### src/rtl/univ_reg.sv
// Universal WIDTH-bit register cell: hold, load, shift, rotate, increment, decrement.
// co is a registered carry/borrow/shift-out flag; zero is decoded combinationally from q.
`timescale 1ns/1ps
module univ_reg #(
  parameter int          WIDTH       = 8,
  parameter logic [31:0] RESET_VALUE = 32'd0
) (
  input  logic             clk,
  input  logic             rst,
  input  logic             en,
  input  logic [2:0]       mode,
  input  logic [WIDTH-1:0] d,
  input  logic             sin,
  output logic [WIDTH-1:0] q,
  output logic             co,
  output logic             zero
);

  generate
    if (WIDTH < 2 || WIDTH > 32) begin : g_width_check
      $error("univ_reg: WIDTH must be in 2..32");
    end
  endgenerate

  localparam logic [2:0] M_HOLD = 3'b000;
  localparam logic [2:0] M_LOAD = 3'b001;
  localparam logic [2:0] M_SHL  = 3'b010;
  localparam logic [2:0] M_SHR  = 3'b011;
  localparam logic [2:0] M_INC  = 3'b100;
  localparam logic [2:0] M_DEC  = 3'b101;
  localparam logic [2:0] M_ROL  = 3'b110;
  localparam logic [2:0] M_ROR  = 3'b111;

  localparam logic [WIDTH-1:0] RST_Q = RESET_VALUE[WIDTH-1:0];
  localparam logic [WIDTH-1:0] ONE   = WIDTH'(1);

  logic [WIDTH-1:0] q_q, q_d;
  logic             co_q, co_d;

  always_comb begin
    q_d  = q_q;
    co_d = co_q;
    case (mode)
      M_HOLD: begin
        q_d  = q_q;
        co_d = co_q;
      end
      M_LOAD: begin
        q_d  = d;
        co_d = 1'b0;
      end
      M_SHL: begin
        q_d  = {q_q[WIDTH-2:0], sin};
        co_d = q_q[WIDTH-1];
      end
      M_SHR: begin
        q_d  = {sin, q_q[WIDTH-1:1]};
        co_d = q_q[0];
      end
      // co is status only; there is deliberately no carry-in to INC/DEC.
      M_INC: begin
        q_d  = q_q + ONE;
        co_d = &q_q;
      end
      M_DEC: begin
        q_d  = q_q - ONE;
        co_d = ~|q_q;
      end
      M_ROL: begin
        q_d  = {q_q[WIDTH-2:0], q_q[WIDTH-1]};
        co_d = q_q[WIDTH-1];
      end
      M_ROR: begin
        q_d  = {q_q[0], q_q[WIDTH-1:1]};
        co_d = q_q[0];
      end
      default: begin
        q_d  = q_q;
        co_d = co_q;
      end
    endcase
  end

  always_ff @(posedge clk) begin
    if (rst) begin
      q_q  <= RST_Q;
      co_q <= 1'b0;
    end else if (en) begin
      q_q  <= q_d;
      co_q <= co_d;
    end
  end

  assign q    = q_q;
  assign co   = co_q;
  assign zero = (q_q == '0);

endmodule

### config.mk
export PLATFORM = sky130hd
export DESIGN_NAME = univ_reg
export DESIGN_NICKNAME = d
export VERILOG_FILES = /design/src/rtl/univ_reg.sv
export SDC_FILE = /design/constraint.sdc
export NUM_CORES = 1
export LEC_CHECK = 0
export ABC_AREA = 1
export CORE_UTILIZATION = 46
export CTS_BUF_LIST = sky130_fd_sc_hd__clkbuf_2 sky130_fd_sc_hd__clkbuf_4 sky130_fd_sc_hd__clkbuf_8
export DETAILED_ROUTE_END_ITERATION = 8
export GPL_ROUTABILITY_DRIVEN = 0
export GPL_TIMING_DRIVEN = 0
export HOLD_SLACK_MARGIN = 0.06
export PLACE_DENSITY_LB_ADDON = 0.2
export SYNTH_ARGS = -nofsm -noshare
export SYNTH_HDL_FRONTEND = slang
export SYNTH_SLANG_ARGS = --single-unit
### constraint.sdc
create_clock -name clk -period 2.1 [get_ports clk]
set_clock_uncertainty 0.2 [all_clocks]
set_input_delay 0.42 -clock clk [delete_from_list [all_inputs] [get_ports clk]]
set_output_delay 0.42 -clock clk [all_outputs]
set_load 0.005 [all_outputs]
After elaboration in Yosys (flattened, before gate mapping):

Cells that the tools add are included.

* bits of input ports: 15
* register bits: 9
* logic and storage cells: 22

* mux-type cells: 2
* reduce and logical (&&, ||, !) cells: 8
* $add $sub $neg: 2
* equality and inequality tests: 7
* bitwise logic cells: 1

Operators by type and width (number)
* 8-bit case mux with 7 select lines: 1
* 3-bit == test (second input constant): 4
* 8-bit by 1-bit adder with 8-bit output (second input constant): 1
* 8-bit zero test: 1
* 8-bit AND reduction: 1
* 8-bit OR reduction: 1
* 8-bit by 1-bit subtractor with 8-bit output (second input constant): 1
* 3-bit by 2-bit == test with 1-bit output (second input constant): 2
* 1-bit case mux with 5 select lines: 1
* 2-bit OR reduction: 2
* 3-bit by 1-bit == test with 1-bit output (second input constant): 1
* 3-bit zero test: 1
* 2-bit AND reduction: 1
* 1-bit zero test: 1
* 1-bit NOT: 1

Depth between registers and ports, before layout:

* depth in word-level cells: 3
* depth in mapped cells: 12
* gate-level depth less buffers: 12

Worst setup path before layout:

OpenSTA, ideal clock, no wires.

* path kind: input to register
* start point: in mode[2]
* end point: reg q_q[7] (netlist: q[7])
* arrival time: 1.836 ns
* slack: -0.002 ns
* path buffers: 0
* setup time: 0.066 ns
* stages on the path: 11
* cell sequence: nand2_1 > nor2_2 > ha_1 > or2_1 > nand3_1 > nand2_1 > nand2_1 > nand3_2 > nand2_1 > nand2_1 > a21oi_2

* cells in the longest elaborated chain, start to end: 3
* elaborated cells on any way between the ends: 11

Ends and longest elaborated chain
* from (decl): line 11 `input logic [2:0] mode,`
* parallel branches: the longest is 3 deep, another holds 8-bit case mux with 7 select lines
* to (signal assigned): line 89 `q_q <= q_d;`
* to (decl): line 37 `logic [WIDTH-1:0] q_q, q_d;`

Several ways; the timed one is not identified.
A chain may end at the register's enable or synchronous reset.

Worst setup path in the final report:

* start point: in mode[0]
* end point: reg q_q[2] (netlist: q[2])

The elaborated chain is that of the path after synthesis.

==> run_summary.xml <==
<?xml version="1.0" encoding="UTF-8"?>
<metrics>
  <group name="timing">
    <metric name="fmaxAchievable" unit="GHz">0.496</metric>
    <metric name="relSlewSlack" unit="">0.800</metric>
    <metric name="worst_tran_pin_value" unit="ns">0.299</metric>
    <metric name="finalHoldViolations" unit="">0</metric>
    <metric name="period_share" unit="">0.960</metric>
    <metric name="rsz0062_at_grt" unit="">false</metric>
    <metric name="final_max_slew_viol_count" unit="">0</metric>
    <metric name="hold_slack" unit="ns">0.183</metric>
    <metric name="setup_violations" unit="">0</metric>
    <metric name="min_period" unit="ns">2.02</metric>
  </group>
  <group name="die">
    <metric name="floorplan.initialDensity" unit="">0.512</metric>
    <metric name="die_width" unit="um">49.7</metric>
    <metric name="rows" unit="">16</metric>
    <metric name="core-area" unit="sq um">2040</metric>
    <metric name="die_area" unit="sq um">2470</metric>
    <metric name="die_h" unit="um">49.7</metric>
    <metric name="io_pins" unit="">25</metric>
  </group>
  <group name="power_and_ir_drop">
    <metric name="comb_pwr_share" unit="">0.404</metric>
    <metric name="p_total" unit="uW">604</metric>
    <metric name="power_per_cell_area" unit="nW/um^2">422</metric>
    <metric name="ir_drop" unit="uV">273</metric>
    <metric name="power.switching_fraction" unit="">0.360</metric>
    <metric name="intPower" unit="uW">387</metric>
    <metric name="p_leak" unit="nW">0.639</metric>
    <metric name="share_seq_of_total_power" unit="">0.338</metric>
    <metric name="clockPowerShare" unit="">0.258</metric>
    <metric name="p_switching" unit="uW">218</metric>
  </group>
  <group name="synth">
    <metric name="synth-seq-cells" unit="">9</metric>
    <metric name="yosys.area.top_type_share" unit="">0.180</metric>
    <metric name="mapped_area" unit="sq um">1040</metric>
    <metric name="synth_seq_area_share" unit="">0.172</metric>
    <metric name="yosys_warnings" unit="">0</metric>
    <metric name="synth_edf_count" unit="">0</metric>
    <metric name="syn-mean-instance-area" unit="sq um">6.04</metric>
    <metric name="synth_largest_area_cell" unit="">sky130_fd_sc_hd__nand2_1</metric>
    <metric name="synth_common_cells" unit="">sky130_fd_sc_hd__nand2_1, sky130_fd_sc_hd__inv_1, sky130_fd_sc_hd__nand3_1, sky130_fd_sc_hd__a21oi_1, sky130_fd_sc_hd__dfxtp_1</metric>
    <metric name="synth_area_leaders" unit="">sky130_fd_sc_hd__nand2_1, sky130_fd_sc_hd__dfxtp_1, sky130_fd_sc_hd__ha_1</metric>
    <metric name="synthFlopType" unit="">sky130_fd_sc_hd__dfxtp_1</metric>
    <metric name="synthDistinctLibCells" unit="">28</metric>
    <metric name="yosysMostFrequentCell" unit="">sky130_fd_sc_hd__nand2_1</metric>
    <metric name="netlist_instances" unit="">173</metric>
    <metric name="synthArstFlopShare" unit="">0</metric>
    <metric name="synthesis.nets" unit="">195</metric>
  </group>
  <group name="status">
    <metric name="outcome" unit="">complete, no violations</metric>
  </group>
  <group name="setup_path">
    <metric name="end_kind" unit="">flip-flop</metric>
    <metric name="crit_path_cell_trace" unit="">buf_2 &gt; nand2_2 &gt; nor2_4 &gt; buf_12 &gt; buf_6 &gt; fa_2 &gt; or2_2 &gt; nand3_2 &gt; o2111ai_1 &gt; nand3_1 &gt; a21oi_1</metric>
    <metric name="worst_path_largest_cell_delay" unit="ns">0.39</metric>
    <metric name="timing.critical_path.required" unit="ns">2.05</metric>
    <metric name="timing.critical_path.fanout_max" unit="">7</metric>
    <metric name="critical_path.startpoint_type" unit="">input port</metric>
    <metric name="worst-endpoint-arrival" unit="ns">1.97</metric>
    <metric name="critical_path_class" unit="">in -&gt; reg</metric>
    <metric name="crit_buf_inv" unit="">3</metric>
    <metric name="crit_family" unit="">simple AND/OR/NAND/NOR gates</metric>
    <metric name="timing.critical_path.slowest_stage_cell" unit="">sky130_fd_sc_hd__fa_2</metric>
  </group>
  <group name="layout">
    <metric name="final_area" unit="sq um">1430</metric>
    <metric name="finish.net_count" unit="">227</metric>
    <metric name="fraction_of_final_layout_cells_with_drive_strength_greater_than_1" unit="">0.245</metric>
    <metric name="layout.filler_cells" unit="">191</metric>
    <metric name="antennaDiodeCount" unit="">0</metric>
    <metric name="area.growth.synth_to_final" unit="%">36.9</metric>
    <metric name="post-route-util" unit="">0.700</metric>
  </group>
  <group name="clock_tree">
    <metric name="clkSinkCount" unit="">9</metric>
    <metric name="clock_path_buffers" unit="">2</metric>
    <metric name="cts_max_level" unit="">1</metric>
    <metric name="numCtsBuffers" unit="">3</metric>
    <metric name="clk_pin_slew" unit="ns">0.08</metric>
    <metric name="tritoncts" unit="">yes</metric>
    <metric name="clock-root-buffer" unit="">sky130_fd_sc_hd__clkbuf_4</metric>
    <metric name="post_cts_hold_buffer_count" unit="">0</metric>
    <metric name="clkLatencyLatePin" unit="ns">0.27</metric>
  </group>
  <group name="placement">
    <metric name="place.port_buffers" unit="">23</metric>
    <metric name="dpl-instance-area" unit="sq um">1310</metric>
    <metric name="detailedPlacementHpwl" unit="um">2160</metric>
  </group>
  <group name="min_path">
    <metric name="holdCritPathClass" unit="">in -&gt; reg</metric>
  </group>
  <group name="detailed_routing">
    <metric name="detail_route.first_pass.iterations" unit="">4</metric>
    <metric name="detail_route.drc_violations" unit="">0</metric>
    <metric name="drt_iter0_markers" unit="">53</metric>
    <metric name="drt-wirelength-per-cell" unit="um">12.7</metric>
    <metric name="finalWirelength" unit="um">2940</metric>
    <metric name="route.vias.total" unit="">1260</metric>
    <metric name="drt-vias-per-instance" unit="">5.45</metric>
    <metric name="dr_wl_met2" unit="um">1470</metric>
    <metric name="routed.top_layer" unit="">met4</metric>
    <metric name="detailroute.wirelength.met3" unit="um">127</metric>
    <metric name="postRouteAntennaNets" unit="">0</metric>
    <metric name="wl_met1" unit="um">1270</metric>
  </group>
  <group name="global_routing">
    <metric name="grt.overflow.total" unit="">0</metric>
    <metric name="number_of_antenna_violations_at_the_first_check_in_global_routing" unit="">0</metric>
    <metric name="grt_first_pass_wirelength" unit="um">4680</metric>
    <metric name="first_global_vias" unit="">1083</metric>
    <metric name="grt_usage" unit="">0.244</metric>
    <metric name="grt_start_max_net_pins" unit="">11</metric>
  </group>
  <group name="job">
    <metric name="max_cap_viol_count" unit="">0</metric>
  </group>
</metrics>
flip-flops by register name (all words and copies together), names as in the netlist:
register  flops
q             8
co            1
per-layer routing:
metal,vias up,track usage
met1,571,0.292
li1,635,-
met4,0,0.0667
met2,46,0.430
met5,-,0
met3,8,0.0556
layout make-up:
class	instances	area, sq um	area share
clock buffers	4	30.0	0.0210
inverters	28	105	0.0735
multi-input cells	134	798	0.558
flip-flops and latches	9	184	0.129
repair buffers	27	260	0.182
well taps	27	33.8	0.0236
plain buffers	2	18.8	0.0131
through the flow:
step | TNS (ns) | setup slack, ns | cells
final | 0 | 0.0831 | 231
after global routing | 0 | 0.0132 | 231
after CTS | -0.00292 | -0.00292 | 229
after detailed placement | -4.40 | -0.734 | 223
after global placement | -4.13 | -0.691 | 223
after floorplan | 0 | 0.0882 | 173
cells in the final DEF, fill, tap and decap left out, types with 3 or more instances in the layout:
cell type	instances
sky130_fd_sc_hd__nand3_1	10
sky130_fd_sc_hd__nand3b_1	3
sky130_fd_sc_hd__ha_1	3
sky130_fd_sc_hd__dfxtp_1	6
sky130_fd_sc_hd__dfxtp_2	3
sky130_fd_sc_hd__nand2_2	6
sky130_fd_sc_hd__nand2_1	49
sky130_fd_sc_hd__inv_2	11
sky130_fd_sc_hd__ha_4	3
sky130_fd_sc_hd__nand4_1	4
sky130_fd_sc_hd__or2_1	4
sky130_fd_sc_hd__nand3_2	5
sky130_fd_sc_hd__buf_4	3
sky130_fd_sc_hd__clkbuf_4	4
sky130_fd_sc_hd__clkdlybuf4s50_1	19
sky130_fd_sc_hd__nor2_1	7
sky130_fd_sc_hd__a21oi_1	11
sky130_fd_sc_hd__inv_1	17
sky130_fd_sc_hd__o21ai_1	7
sky130_fd_sc_hd__o22ai_1	5
cell families (layout without fill, tap and decap cells):
logic type                 Yosys count  after routing  synth area share
and+or+nand+nor                     95             95             0.435
DFF                                  9              9             0.172
buffers and inverters               30             61             0.119
AOI/OAI and AO/OA                   32             32             0.183
adders and majority gates            7              7            0.0910
power by group through the flow:
stage	sequential, mW	combinational (mW)	clock (mW)
floorplan	0.200	0.139	0
global placement	0.203	0.222	0
detailed placement	0.203	0.225	0
CTS	0.202	0.227	0.157
global route	0.205	0.270	0.165
finish	0.204	0.244	0.156
worst paths after layout:
check                           startpoint    to  slack, ns  cells past startpoint
worst max-delay path               mode[0]  q[2]       0.08                     11
worst min-delay path                   rst  q[5]       0.18                      2
worst max register to register        q[2]  q[5]       0.31                      9
worst min register to register          co    co       0.27                      2
timing repair:
item,in CTS,in global routing
resized for setup,16,11
pin swaps,2,3
setup buffers,2,2
endpoints found under the setup margin,8,7
Note: power is estimated with default switching activity, not from simulation.
